**src/rtl/instruction_fetch_unit_if.sv**
```systemverilog
// Fetch-unit bus bundle: instruction-memory request channel, decode handshake and redirect.
// The master modport is the fetch unit; the slave modport is memory/decode/branch logic.
interface instruction_fetch_unit_if #(
    parameter int XLEN = 32
);
    logic            ins_mem_valid_out;
    logic [XLEN-1:0] ins_mem_addr_out;
    logic            ins_mem_ready_in;
    logic [31:0]     ins_mem_data_in;
    logic            dec_valid_out;
    logic [31:0]     dec_ins_out;
    logic [XLEN-1:0] dec_pc_out;
    logic            dec_ready_in;
    logic            redirect_valid_in;
    logic [XLEN-1:0] redirect_pc_in;

    modport master (
        output ins_mem_valid_out, ins_mem_addr_out,
        input  ins_mem_ready_in, ins_mem_data_in,
        output dec_valid_out, dec_ins_out, dec_pc_out,
        input  dec_ready_in,
        input  redirect_valid_in, redirect_pc_in
    );

    modport slave (
        input  ins_mem_valid_out, ins_mem_addr_out,
        output ins_mem_ready_in, ins_mem_data_in,
        input  dec_valid_out, dec_ins_out, dec_pc_out,
        output dec_ready_in,
        output redirect_valid_in, redirect_pc_in
    );
endinterface

```
**src/rtl/instruction_fetch_unit.sv**
```systemverilog
// Core front end: sequential word fetch into a small prefetch FIFO feeding decode,
// with redirect flushing the FIFO and restarting fetch at the new PC.
module instruction_fetch_unit #(
    parameter int              XLEN       = 32,
    parameter logic [XLEN-1:0] RESET_PC   = '0,
    parameter int              FIFO_DEPTH = 2
) (
    input logic                      clock_in,
    input logic                      reset_in,
    instruction_fetch_unit_if.master bus
);
    localparam int PW = $clog2(FIFO_DEPTH);
    localparam int CW = $clog2(FIFO_DEPTH + 1);

    typedef struct packed {
        logic [XLEN-1:0] pc;
        logic [31:0]     ins;
    } entry_t;

    entry_t          fifo_q [FIFO_DEPTH];
    logic [PW-1:0]   wr_ptr_q, rd_ptr_q;
    logic [CW-1:0]   count_q;
    logic [XLEN-1:0] fetch_pc_q;
    logic            mem_fire, dec_fire;

    // Request capacity uses pre-edge occupancy only: a same-cycle pop never frees a slot.
    assign bus.ins_mem_valid_out = !reset_in && !bus.redirect_valid_in
                                   && (count_q < CW'(FIFO_DEPTH));
    assign bus.ins_mem_addr_out  = fetch_pc_q;
    assign bus.dec_valid_out     = !reset_in && !bus.redirect_valid_in && (count_q != '0);
    assign bus.dec_ins_out       = fifo_q[rd_ptr_q].ins;
    assign bus.dec_pc_out        = fifo_q[rd_ptr_q].pc;

    assign mem_fire = bus.ins_mem_valid_out && bus.ins_mem_ready_in;
    assign dec_fire = bus.dec_valid_out && bus.dec_ready_in;

    always_ff @(posedge clock_in) begin
        if (reset_in) begin
            fetch_pc_q <= RESET_PC;
            wr_ptr_q   <= '0;
            rd_ptr_q   <= '0;
            count_q    <= '0;
        end else if (bus.redirect_valid_in) begin
            fetch_pc_q <= bus.redirect_pc_in & ~XLEN'(3);
            wr_ptr_q   <= '0;
            rd_ptr_q   <= '0;
            count_q    <= '0;
        end else begin
            if (mem_fire) begin
                fetch_pc_q <= fetch_pc_q + XLEN'(4);
                wr_ptr_q   <= wr_ptr_q + PW'(1);
            end
            if (dec_fire)
                rd_ptr_q <= rd_ptr_q + PW'(1);
            count_q <= count_q + CW'(mem_fire) - CW'(dec_fire);
        end
    end

    // Storage needs no reset; occupancy alone decides what is visible.
    always_ff @(posedge clock_in) begin
        if (mem_fire)
            fifo_q[wr_ptr_q] <= '{pc: fetch_pc_q, ins: bus.ins_mem_data_in};
    end
endmodule
```
**src/flat_wrapper.sv**
```systemverilog
// flat-port wrapper written by rule: the top's interface ports become plain ports
module instruction_fetch_unit_flat 
#(
    parameter int              XLEN       = 32,
    parameter logic [XLEN-1:0] RESET_PC   = '0,
    parameter int              FIFO_DEPTH = 2
)
  (clock_in, reset_in, bus_ins_mem_valid_out, bus_ins_mem_addr_out, bus_ins_mem_ready_in, bus_ins_mem_data_in, bus_dec_valid_out, bus_dec_ins_out, bus_dec_pc_out, bus_dec_ready_in, bus_redirect_valid_in, bus_redirect_pc_in);
  instruction_fetch_unit_if #(.XLEN(XLEN)) bus_i ();
  input logic clock_in;
  input logic reset_in;
  output wire logic [$bits(bus_i.ins_mem_valid_out)-1:0] bus_ins_mem_valid_out;
  output wire logic [$bits(bus_i.ins_mem_addr_out)-1:0] bus_ins_mem_addr_out;
  input wire logic [$bits(bus_i.ins_mem_ready_in)-1:0] bus_ins_mem_ready_in;
  input wire logic [$bits(bus_i.ins_mem_data_in)-1:0] bus_ins_mem_data_in;
  output wire logic [$bits(bus_i.dec_valid_out)-1:0] bus_dec_valid_out;
  output wire logic [$bits(bus_i.dec_ins_out)-1:0] bus_dec_ins_out;
  output wire logic [$bits(bus_i.dec_pc_out)-1:0] bus_dec_pc_out;
  input wire logic [$bits(bus_i.dec_ready_in)-1:0] bus_dec_ready_in;
  input wire logic [$bits(bus_i.redirect_valid_in)-1:0] bus_redirect_valid_in;
  input wire logic [$bits(bus_i.redirect_pc_in)-1:0] bus_redirect_pc_in;
  assign bus_ins_mem_valid_out = bus_i.ins_mem_valid_out;
  assign bus_ins_mem_addr_out = bus_i.ins_mem_addr_out;
  assign bus_i.ins_mem_ready_in = bus_ins_mem_ready_in;
  assign bus_i.ins_mem_data_in = bus_ins_mem_data_in;
  assign bus_dec_valid_out = bus_i.dec_valid_out;
  assign bus_dec_ins_out = bus_i.dec_ins_out;
  assign bus_dec_pc_out = bus_i.dec_pc_out;
  assign bus_i.dec_ready_in = bus_dec_ready_in;
  assign bus_i.redirect_valid_in = bus_redirect_valid_in;
  assign bus_i.redirect_pc_in = bus_redirect_pc_in;
  instruction_fetch_unit #(.XLEN(XLEN), .RESET_PC(RESET_PC), .FIFO_DEPTH(FIFO_DEPTH)) u_core (.clock_in(clock_in), .reset_in(reset_in), .bus(bus_i));
endmodule
```
**config.mk**
```make
export PLATFORM = sky130hd
export DESIGN_NAME = instruction_fetch_unit_flat
export DESIGN_NICKNAME = d
export VERILOG_FILES = /design/src/rtl/instruction_fetch_unit_if.sv /design/src/rtl/instruction_fetch_unit.sv /design/src/flat_wrapper.sv
export SDC_FILE = /design/constraint.sdc
export NUM_CORES = 1
export LEC_CHECK = 0
export BUFFER_PORTS_ARGS = -buffer_cell sky130_fd_sc_hd__buf_2
export CORE_AREA = 2 2 132 134
export DETAILED_ROUTE_END_ITERATION = 16
export DIE_AREA = 0 0 134 136
export PLACE_DENSITY_LB_ADDON = 0.05
export SLEW_MARGIN = 25
export SYNTH_ARGS = -nofsm -noshare
export SYNTH_HDL_FRONTEND = slang
export SYNTH_SLANG_ARGS = --single-unit
```
**constraint.sdc**
```tcl
create_clock -name clock_in -period 5.6 [get_ports clock_in]
set_input_delay 0.56 -clock clock_in [delete_from_list [all_inputs] [get_ports clock_in]]
set_output_delay 0.56 -clock clock_in [all_outputs]
set_load 0.01 [all_outputs]
```
# After elaboration in Yosys (flattened, before gate mapping)
# Memory sizes are Yosys's and may differ from the RTL's. A register that Yosys moved wholly into a read port is not among the register bits.
# Index checks and enable logic that the tools add are counted.
# classes
order_cmp	1
addsub	5
n_reduce_logical	10
muxes	6
# ops
cell	count
$mux 32	2
$add 32x3->32 const B	1
$logic_and 1x1->1	5
$mux 1	4
$reduce_bool 2->1	2
$add 1x1->1 const B	2
$add 2x1->2	1
$logic_not 1->1	2
$lt 2x2->1 const B	1
$reduce_or 2->1	1
$sub 2x1->2	1
# word_totals
out_inout_bits	98
mem_count	1
register_bits	36
mem_bits_rw	128
input_bits	69
# memory_table
memory	words	word_bits	read_ports	rd_ports_with_merged_regs	write_ports	line	text
u_core.fifo_q	2	64	1	1	1	instruction_fetch_unit.sv:20	entry_t fifo_q [FIFO_DEPTH];

# Logic depth before layout (Yosys ltp)
# Gate-level depths: netlist of the first run.
# logic_depth
depth_word	6
mapped_depth	10

# Worst setup path after synthesis of the first run
# No wires, ideal clock.
# synth_timing
kind	input to register
start	input port reset_in
end	memory u_core.fifo_q[0][0] (netlist name) (enable)
required_ns	5.117
path_slack_ns	1.167
cell_stages	4
arrival_time_ns	3.949
path_buffers	2
cell_sequence	buf_2 -> or4b_4 -> buf_6 -> nor2_1
# synth_between
elab_chain_len	6
# synth_rtl
item	line	text
from (decl)	flat_wrapper.sv:11	input logic reset_in;
$logic_not 1->1	instruction_fetch_unit.sv:27	assign bus.ins_mem_valid_out = !reset_in && !bus.redirect_valid_in
$logic_and 1x1->1	instruction_fetch_unit.sv:27	
$logic_and 1x1->1	instruction_fetch_unit.sv:28	&& (count_q < CW'(FIFO_DEPTH));
$logic_and 1x1->1	instruction_fetch_unit.sv:34	assign mem_fire = bus.ins_mem_valid_out && bus.ins_mem_ready_in;
$mux 1	instruction_fetch_unit.sv:61	if (mem_fire)
$mux 1 (not written as such)	instruction_fetch_unit.sv:62	fifo_q[wr_ptr_q] <= '{pc: fetch_pc_q, ins: bus.ins_mem_data_in};
to (decl)	instruction_fetch_unit.sv:20	
# Every way passes these cells.

==> flow_metrics.py, run 1 <==
metrics = {
    "worst_setup_path": {
        "worstSetupPathType": "reg -> out",
        "r2r-end": "u_core.bus.ins_mem_addr_out[29]$_SDFFE_PP0P_",
        "cp_cell_sequence": "mux2_2 > buf_2",
        "reg2reg_depth": 4,
        "slowest_stage": "dfxtp_4",
        "end_kind": "output port",
        "cp-endpoint": "bus_dec_pc_out[17]",
        "cp_num_cells": 2,
        "crit_arrival_ps": 1980,
        "crit_required_ps": 5040,
        "cp_top_family": "flip-flops",
        "reg2reg_setup_slack_ps": 3210,
        "cp_slowest_stage_delay_ps": 920,
        "cp_max_fo": 62,
        "path_buf_inv": 1,
        "r2r_start": "u_core.bus.ins_mem_addr_out[6]$_SDFFE_PP0P_",
        "cp-start-kind": "flip-flop",
    },
    "timing": {
        "hold_ws_ps": 327.3,
        "max_freq_mhz": 393.6,
        "slew_viol_final": 0,
        "rsz0062_at_grt": "false",
        "clock_skew_ps": 5.334,
        "fin_setup_tns_ps": 0,
        "hold_viol": 0,
        "setup_viol": 0,
        "min_period_ps": 2541,
        "relSlewSlack_pct": 38.57,
        "fin_crit_sh_pct": 45.37,
        "tightest_slew_ps": 921.5,
    },
    "clocking": {
        "htree_levels": 4,
        "numCtsBuffers": 17,
        "clk_pin_slew_worst_paths_ps": 60,
        "clockBufferDepth": 2,
        "clock_sinks": 159,
        "cts_hold_buf": 0,
        "cts_tree": "done",
        "cts_root_buffer": "clkbuf_16",
        "post_cts_buffers": 0,
        "clk_latency_ps": 420,
        "post_cts_resize_count": 0,
    },
    "yosys": {
        "yosys-top-cells-count": "edfxtp_1 (124), mux2_2 (62), dfxtp_1 (35), nand2_1 (28), nor2_1 (28)",
        "synth_simple_gate_area_share_pct": 10.93,
        "synth.avg_cell_area_um2": 14.19,
        "ys_seq_area_share_pct": 67.07,
        "synth_compound_area_share_pct": 6.278,
        "synth_top_family_by_area": "simple AND/OR/NAND/NOR gates",
        "synth_edf_count": 124,
        "synthAdderAreaFrac_pct": 0.5690,
        "async_flop_share_pct": 0,
        "netlist.area_leader.share_pct": 56.45,
        "ys_ff_latch": 159,
        "synth_warnings": 0,
        "dominantRegCellSynth": "edfxtp_1",
        "synth.cell_area_um2": 6596,
        "syn_inst": 465,
        "synth_top_area_cell": "edfxtp_1",
        "synth.most_common_cell": "edfxtp_1",
        "synthXorXnorAreaFrac_pct": 1.328,
        "ys_top_cells_by_area": "edfxtp_1 (56%), dfxtp_1 (11%), mux2_2 (11%), nand2_1 (1.6%), nor2_1 (1.6%)",
        "synth_mux_area_share_pct": 10.93,
        "synth_cell_types": 50,
    },
    "global_route": {
        "grt_max_degree": 63,
        "grt_pass1_wl_um": 23120,
        "antenna_found_initial": 0,
        "grt_usage_pct": 16.82,
        "overflow": 0,
        "grt_pass1_vias": 4277,
    },
    "route": {
        "ant_nets": 0,
        "vias": 4406,
        "vias_per_cell": 5.105,
        "drc": 0,
        "drt_wl_total_um": 15180,
        "wire_per_inst_um": 17.59,
        "drt_pass1_iterations": 4,
        "drt_iter0_drc": 247,
    },
    "cells_and_area": {
        "finish.utilization_pct": 48.77,
        "finalNetCount": 697,
        "drive_gt1_share_pct": 42.01,
        "area_delta_synth_final_pct": 24.77,
        "antenna_cells": 0,
    },
    "place": {
        "dpl.hpwl_um": 10070,
        "gp_congestion": 0.7953,
        "numPortBuffers": 160,
    },
    "floorplanning": {
        "initial_utilization_pct": 39.09,
        "die_h_um": 136,
        "fp.dieW_um": 134,
        "core_area_um2": 16880,
        "die-area_um2": 18220,
        "pin_count": 167,
        "num_rows": 48,
    },
    "hold_path": {
        "min-delay-path-class": "in -> reg",
    },
    "flow_run": {
        "cap_viol_max_count": 0,
    },
    "power": {
        "cellPowerDensity_nw_per_um2": 324.6,
        "ir_worst_vdd_v": 0.0002119,
        "power.leakage_uw": 0.003041,
    },
    "run_status": {
        "status": "finished, final reports clean",
    },
}
-- routing by layer --
layer,track usage (%),part of all wire (%)
met4,5.674,1.5
met2,28.60,50
met1,20.72,42
met3,4.698,6.4
met5,0,0
-- worst min-delay path by stage --
stage	start	end	cells after the start
floorplan	u_core.rd_ptr_q$_SDFFE_PP0P_	flip-flop	2
global placement	u_core.bus.ins_mem_addr_out[19]$_SDFFE_PP0P_	u_core.fifo_q[0][51]$_DFFE_PP_	0
detailed placement	u_core.bus.ins_mem_addr_out[19]$_SDFFE_PP0P_	u_core.fifo_q[1][51]$_DFFE_PP_	0
CTS	bus_ins_mem_data_in[26]	u_core.fifo_q[0][26]$_DFFE_PP_	1
global route	bus_ins_mem_data_in[27]	u_core.fifo_q[0][27]$_DFFE_PP_	1
finish	bus_ins_mem_data_in[27]	u_core.fifo_q[1][27]$_DFFE_PP_	1
-- through the flow --
stage | total power, uW | setup slack (ps) | cell area (um^2) | cells
after floorplan | 1435 | 1167 | 6608 | 468
after global placement | 1509 | 2437 | 7595 | 830
after detailed placement | 1513 | 2395 | 7595 | 830
after CTS | 2698 | 2837 | 8203 | 862
after global routing | 2762 | 2891 | 8230 | 863
final | 2671 | 3059 | 8230 | 863
-- state kept, by name (all words and copies together) (netlist names), named ones only --
signal / cells
u_core.bus.ins_mem_addr_out: 30
u_core.count_q: 2
u_core.fifo_q: 124
u_core.rd_ptr_q: 1
u_core.wr_ptr_q: 1
-- worst reg2reg max path, stage by stage (launching register included) --
cell and delay (ps):
dfxtp_1 500, nand4_2 300, or3_1 660, or4_1 580, a311oi_1 260
-- area by class of cell --
class                   instances  area, um^2
clock buffers                  17       425.4
clock inverters                15       182.7
fillers                      1513        8646
inverters                      14       57.56
multi-input cells             269        2004
flip-flops and latches        159        4428
well taps                     225       281.5
repair buffers                164       850.8
-- power breakdown --
part	leakage [uW]	internal (uW)	total, uW	switching (uW)
clock	0.000296	708	1190	477
sequential	0.00143	1310	1340	33.4
combinational	0.00132	65.1	146	80.9
total	0.00304	2080	2670	592
-- cells in the final DEF, fill, tap and decap left out, types with 12 or more instances in the layout --
cell / count
edfxtp_1: 124
mux2_2: 62
nand2_1: 28
clkbuf_16: 17
inv_1: 13
a311oi_1: 12
nor2_1: 27
dfxtp_1: 34
nand4_1: 12
buf_2: 160
-- kinds of logic after synthesis --
family	count (synthesis)
buffers and inverters	40
xor gates and xnor gates	10
and+or+nand+nor	132
adders and majority gates	3
other	1
muxes	64
AOI/OAI and AO/OA	56
DFF	159
(Power assumes the default switching activity.)
==> inputs of run 2 (changes only) <==
- clock period: 5.6 -> 2.65 ns (I/O delays scaled with it)
==> run 2 against run 1 <==
  * Total power up 110%
  * Critical endpoint is now u_core.bus.ins_mem_addr_out[29]$_SDFFE_PP0P_
  * Sequential share of layout area down 0.34 points
  * Global-route usage down 0.18 points
  * Clock skew up 1.3 ps
  * Hold slack worse by 290 ps
  * Largest cell class unchanged
  * Count of clock-buffer cells in the layout up 1
  * First-iteration DRC count up 4.0%
==> flow_metrics.py, run 2 (synthesis results as in run 1) <==
metrics = {
    "hold_path": {
        "min-delay-path-class": "in -> reg",
        "hold-path-cell-count": 1,
        "hold_end": "u_core.fifo_q[1][0]$_DFFE_PP_",
        "hold_start": "bus_ins_mem_data_in[0]",
    },
    "place": {
        "dpl.hpwl_um": 10400,
        "placed_area_um2": 7710,
        "numPortBuffers": 160,
        "gp_congestion": 0.7894,
    },
    "global_route": {
        "overflow": 0,
        "grt_pass1_vias": 4200,
        "grt_usage_pct": 16.64,
        "grt_max_degree": 51,
        "grt_pass1_wl_um": 22910,
        "antenna_found_initial": 0,
    },
    "cells_and_area": {
        "layout_common_cells": "buf_2 (160), edfxtp_1 (124), mux2_2 (62)",
        "finalNetCount": 703,
        "largest_register": "u_core.fifo_q",
        "drive_gt1_share_pct": 42.39,
        "largest_reg_flops": 124,
        "final_common_cell": "buf_2",
        "finish.utilization_pct": 49.08,
        "fin_area_um2": 8283,
        "area_delta_synth_final_pct": 25.57,
    },
    "floorplanning": {
        "die-area_um2": 18220,
        "pin_count": 167,
        "initial_utilization_pct": 39.09,
        "fp.dieW_um": 134,
        "die_h_um": 136,
        "core_area_um2": 16880,
        "num_rows": 48,
    },
    "worst_setup_path": {
        "r2r_start": "u_core.bus.ins_mem_addr_out[14]$_SDFFE_PP0P_",
        "reg2reg_setup_slack_ps": 460,
        "cp_slowest_stage_delay_ps": 580,
        "end_kind": "flip-flop",
        "reg2reg_depth": 4,
        "cp-start-kind": "flip-flop",
        "crit_arrival_ps": 2520,
        "crit_required_ps": 2980,
        "worstSetupPathType": "reg -> reg",
        "cp_top_family": "simple AND/OR/NAND/NOR gates",
        "slowest_stage": "or4_1",
        "cp_max_fo": 14,
        "path_buf_inv": 0,
        "cp_num_cells": 4,
        "cp_cell_sequence": "nand4_1 > or3_1 > or4_1 > a311oi_1",
        "r2r-end": "u_core.bus.ins_mem_addr_out[29]$_SDFFE_PP0P_",
    },
    "clocking": {
        "clk_latency_ps": 420,
        "post_cts_resize_count": 0,
        "clk_pin_slew_worst_paths_ps": 60,
        "clockBufferDepth": 2,
        "clock_sinks": 159,
        "cts_hold_buf": 0,
        "post_cts_buffers": 0,
        "cts_tree": "done",
        "numCtsBuffers": 17,
        "cts_root_buffer": "clkbuf_16",
        "htree_levels": 4,
    },
    "power": {
        "power_uw": 5504,
        "power.leakage_uw": 0.003061,
        "ir_worst_vdd_v": 0.0004434,
        "cellPowerDensity_nw_per_um2": 664.5,
    },
    "route": {
        "vias": 4437,
        "vias_per_cell": 5.100,
        "drt_wl_total_um": 15220,
        "wire_per_inst_um": 17.49,
        "drc": 0,
        "drt_iter0_drc": 257,
        "drt_pass1_iterations": 4,
        "ant_nets": 0,
    },
    "flow_run": {
        "cap_viol_max_count": 0,
    },
    "timing": {
        "min_period_ps": 2187,
        "clock_skew_ps": 6.634,
        "hold_viol": 0,
        "fin_crit_sh_pct": 82.51,
        "setup_viol": 0,
        "fin_setup_tns_ps": 0,
        "relSlewSlack_pct": 42.14,
        "tightest_slew_ps": 860.0,
        "rsz0062_at_grt": "false",
        "slew_viol_final": 0,
        "hold_ws_ps": 37.51,
        "max_freq_mhz": 457.3,
    },
    "run_status": {
        "status": "finished, final reports clean",
    },
}
## run 2: cell types whose count changed in the layout (fill, tap and decap cells not counted)
cell	before	now
clkinv_2	1	3
buf_4	3	5
buf_16	1	0
bufinv_16	3	2
clkbuf_1	0	1
buf_12	0	5
clkinvlp_4	1	2
diode_2	0	1
inv_8	1	0
clkinv_4	4	3
inv_6	4	3
## run 2: layout make-up
cell class | instances | area (um^2)
well taps | 225 | 281.5
repair buffers | 170 | 938.4
flip-flops and latches | 159 | 4428
diodes | 1 | 2.502
clock buffers | 18 | 429.2
fillers | 1542 | 8593
inverters | 14 | 57.56
multi-input cells | 269 | 2004
clock inverters | 14 | 141.4
## run 2: per-layer routing
| metal | GRT usage, % | part of all wire (%) | vias to the layer above |
|---|---|---|---|
| met5 | 0 | 0 | - |
| met4 | 6.147 | 1.2 | 0 |
| met3 | 3.617 | 5.8 | 12 |
| met2 | 27.66 | 50 | 147 |
| met1 | 21.49 | 43 | 2147 |
| li1 | - | - | 2131 |
## run 2: metrics by stage
| stage | setup slack, ps | cells |
|---|---|---|
| 6_report | 463.5 | 870 |
| 5_1_grt | 307.2 | 869 |
| 4_1_cts | 435.8 | 869 |
| 3_5_place_dp | 472.5 | 837 |
| 3_3_place_gp | 495.8 | 837 |
| 2_1_floorplan | 242.2 | 468 |
## run 2: worst register-to-register path: stages (launching register included)
cell	delay, ps
dfxtp_1	510
nand4_1	210
or3_1	560
or4_1	580
a311oi_1	250
## run 2: report_power, final
group | internal, uW | switching (uW) | leakage, uW | total (uW)
clock | 1390 | 969 | 0.000276 | 2350
combinational | 141 | 175 | 0.00136 | 316
sequential | 2760 | 71.3 | 0.00143 | 2830
## run 2: how the worst max path moves through the flow
stage,endpoint,start
finish,u_core.bus.ins_mem_addr_out[29]$_SDFFE_PP0P_,u_core.bus.ins_mem_addr_out[14]$_SDFFE_PP0P_
global route,u_core.bus.ins_mem_addr_out[26]$_SDFFE_PP0P_,u_core.bus.ins_mem_addr_out[6]$_SDFFE_PP0P_
CTS,bus_dec_pc_out[15],flip-flop
detailed placement,u_core.fifo_q[1][58]$_DFFE_PP_,u_core.count_q[1]$_SDFF_PP0_
global placement,u_core.fifo_q[1][58]$_DFFE_PP_,u_core.count_q[1]$_SDFF_PP0_
floorplan,u_core.fifo_q[0][0]$_DFFE_PP_,u_core.count_q[1]$_SDFF_PP0_
==> inputs of run 3 (changes only) <==
- ABC_AREA: unset -> 1
- CORE_AREA: 2 2 132 134 -> 2 2 135 137
- DIE_AREA: 0 0 134 136 -> 0 0 137 139
- clock period: 2.65 -> 1.9 ns (I/O delays scaled with it)
==> run 3 against run 2 <==
  * Critical path depth is 1 lower
  * Clock power rose by 55%
  * Sequential power rose by 39%
  * Utilization grew 2.2 points
  * Synthesized area grew 5.2%
  * Sequential share of layout area fell by 4.5 points
  * Sequential cell count unchanged
  * Final cell count rose by 20%
  * Design area grew 9.3%
  * Combinational power increased by 69%
==> flow_metrics.py, run 3 <==
metrics = {
    "route": {
        "drc": 0,
        "drt_iter0_drc": 210,
        "drt_wl_total_um": 16280,
        "vias_per_cell": 4.713,
        "wire_per_inst_um": 15.55,
        "drt_pass1_iterations": 5,
        "vias": 4935,
        "ant_nets": 0,
    },
    "yosys": {
        "netlist.area_leader.share_pct": 53.68,
        "synth.most_common_cell": "edfxtp_1",
        "async_flop_share_pct": 0,
        "ys_seq_area_share_pct": 63.78,
        "yosys-top-cells-count": "edfxtp_1 (124), nand2_1 (114), inv_1 (64), mux2_2 (62), nand3_1 (38)",
        "dominantRegCellSynth": "edfxtp_1",
        "synth_edf_count": 124,
        "synth.avg_cell_area_um2": 11.54,
        "ys_top_cells_by_area": "edfxtp_1 (54%), dfxtp_1 (10%), mux2_2 (10%), nand2_1 (6.2%), inv_1 (3.5%)",
        "syn_inst": 601,
        "synth.cell_area_um2": 6937,
        "ys_ff_latch": 159,
        "synth_warnings": 0,
        "synth_cell_types": 35,
        "synth_top_area_cell": "edfxtp_1",
    },
    "global_route": {
        "gr-usage-met3_pct": 3.326,
        "grt_usage_pct": 17.12,
        "use_met2_pct": 28.80,
        "antenna_found_initial": 0,
        "grt_max_degree": 51,
        "met1_usage_pct": 22.02,
        "grt_pass1_vias": 4974,
        "overflow": 0,
        "top_usage_layer": "met2",
        "grt_pass1_wl_um": 25230,
    },
    "cells_and_area": {
        "fillCellCount": 1636,
        "largest_register": "u_core.fifo_q",
        "antenna_cells": 0,
        "largest_reg_flops": 124,
        "final_common_cell": "buf_2",
        "layout_common_cells": "buf_2 (160), edfxtp_1 (124), nand2_1 (114)",
        "finalNetCount": 877,
        "seqCellArea_um2": 4429,
        "area_delta_synth_final_pct": 30.48,
        "drive_gt1_share_pct": 36.92,
        "multi_input_area_um2": 2145,
    },
    "timing": {
        "slew_viol_final": 0,
        "hold_viol": 0,
        "rsz0062_at_grt": "false",
        "max_freq_mhz": 573.3,
        "hold_ws_ps": 42.31,
        "setup_ws_ps": 155.8,
        "clock_skew_ps": 5.433,
        "fin_crit_sh_pct": 91.80,
        "setup_viol": 0,
        "min_period_ps": 1744,
    },
    "floorplanning": {
        "initial_utilization_pct": 39.29,
        "die_h_um": 139,
        "core_area_um2": 17660,
        "die-area_um2": 19040,
        "pin_count": 167,
        "fp.dieW_um": 137,
        "num_rows": 49,
    },
    "worst_setup_path": {
        "reg2reg_depth": 10,
        "worstSetupPathType": "reg -> out",
        "crit_arrival_ps": 1550,
        "end_kind": "output port",
        "cp_max_fo": 29,
        "crit_required_ps": 1710,
        "cp-start-kind": "flip-flop",
    },
    "hold_path": {
        "hold-path-cell-count": 3,
        "min-delay-path-class": "in -> reg",
    },
    "clocking": {
        "cts_tree": "done",
        "htree_levels": 4,
        "numCtsBuffers": 17,
        "clockBufferDepth": 2,
        "clk_pin_slew_worst_paths_ps": 60,
        "cts_root_buffer": "clkbuf_16",
        "clk_latency_ps": 420,
        "clock_sinks": 159,
    },
    "place": {
        "numPortBuffers": 160,
        "gp_congestion": 0.8212,
        "post-place-ws_ps": 78.58,
        "dpl.hpwl_um": 11070,
    },
    "run_status": {
        "status": "finished, final reports clean",
    },
    "power": {
        "power_uw": 8100,
        "ir_worst_vdd_v": 0.0005832,
        "cellPowerDensity_nw_per_um2": 894.9,
        "power.leakage_uw": 0.003534,
    },
    "flow_run": {
        "cap_viol_max_count": 0,
    },
}
==> run 3: report_power, final <==
group | internal, uW | leakage (uW) | switching, uW
Combinational | 247 | 0.00180 | 287
Sequential | 3840 | 0.00142 | 79.9
Clock | 2230 | 0.000310 | 1420
==> run 3: path summary, 6_finish.rpt <==
| kind | endpoint | slack, ps | startpoint |
|---|---|---|---|
| min reg2reg | u_core.rd_ptr_q$_SDFFE_PP0P_ | 530 | u_core.rd_ptr_q$_SDFFE_PP0P_ |
| min | u_core.bus.ins_mem_addr_out[3]$_SDFFE_PP0P_ | 40 | bus_redirect_pc_in[3] |
| max reg2reg | u_core.count_q[1]$_SDFF_PP0_ | 160 | u_core.count_q[0]$_SDFF_PP0_ |
| max | bus_dec_pc_out[13] | 160 | flip-flop |
==> run 3: area by class of cell <==
| class | count | area share, % |
|---|---|---|
| clock inverters | 14 | 2.253 |
| inverters | 69 | 2.917 |
| multi-input cells | 353 | 23.69 |
| flip-flops and latches | 159 | 48.94 |
| clock buffers | 18 | 4.742 |
| repair buffers | 205 | 14.29 |
| well taps | 229 | 3.166 |
==> run 3: stage by stage <==
step / instances / setup TNS [ps] / area (um^2) / util, %
floorplan: 604 / -11310 / 6970 / -
global placement: 982 / 0 / 8082 / 45.77
detailed placement: 982 / 0 / 8082 / 45.77
CTS: 1047 / 0 / 9042 / 51.21
global route: 1047 / 0 / 9051 / 51.26
finish: 1047 / 0 / 9051 / 51.26
==> run 3: logic make-up (layout without fill, tap and decap cells) <==
| kind of cell | Yosys count | in the layout | synth area share, % |
|---|---|---|---|
| XOR/XNOR | 4 | 4 | 0.5051 |
| adder cells (fa/ha/maj) | 3 | 3 | 0.5412 |
| buffers and inverters | 92 | 306 | 5.790 |
| flip-flops | 159 | 159 | 63.78 |
| AO/OA/AOI/OAI | 68 | 68 | 5.393 |
| multiplexers | 62 | 62 | 10.06 |
| other | 1 | 4 | 0.05406 |
| AND/OR/NAND/NOR | 212 | 212 | 13.87 |
==> run 3: layer usage <==
layer / vias to the layer above / wire length [um]
met3: 19 / 878
met4: 0 / 247
met1: 2322 / 7399
li1: 2464 / -
met2: 130 / 7750
met5: - / 0
==> run 3: what timing repair did <==
action                                 CTS  global route
setup buffers                            1             0
gates resized for setup                  0             3
setup endpoints to repair                7             1
endpoints found under the hold margin   64             0
cloned                                   0             0
hold buffers                            32             0
==> run 3: critical path, stage by stage, from the launching register on <==
cell and delay (ps):
dfxtp_4 400, buf_12 220, mux2_2 360, buf_2 150
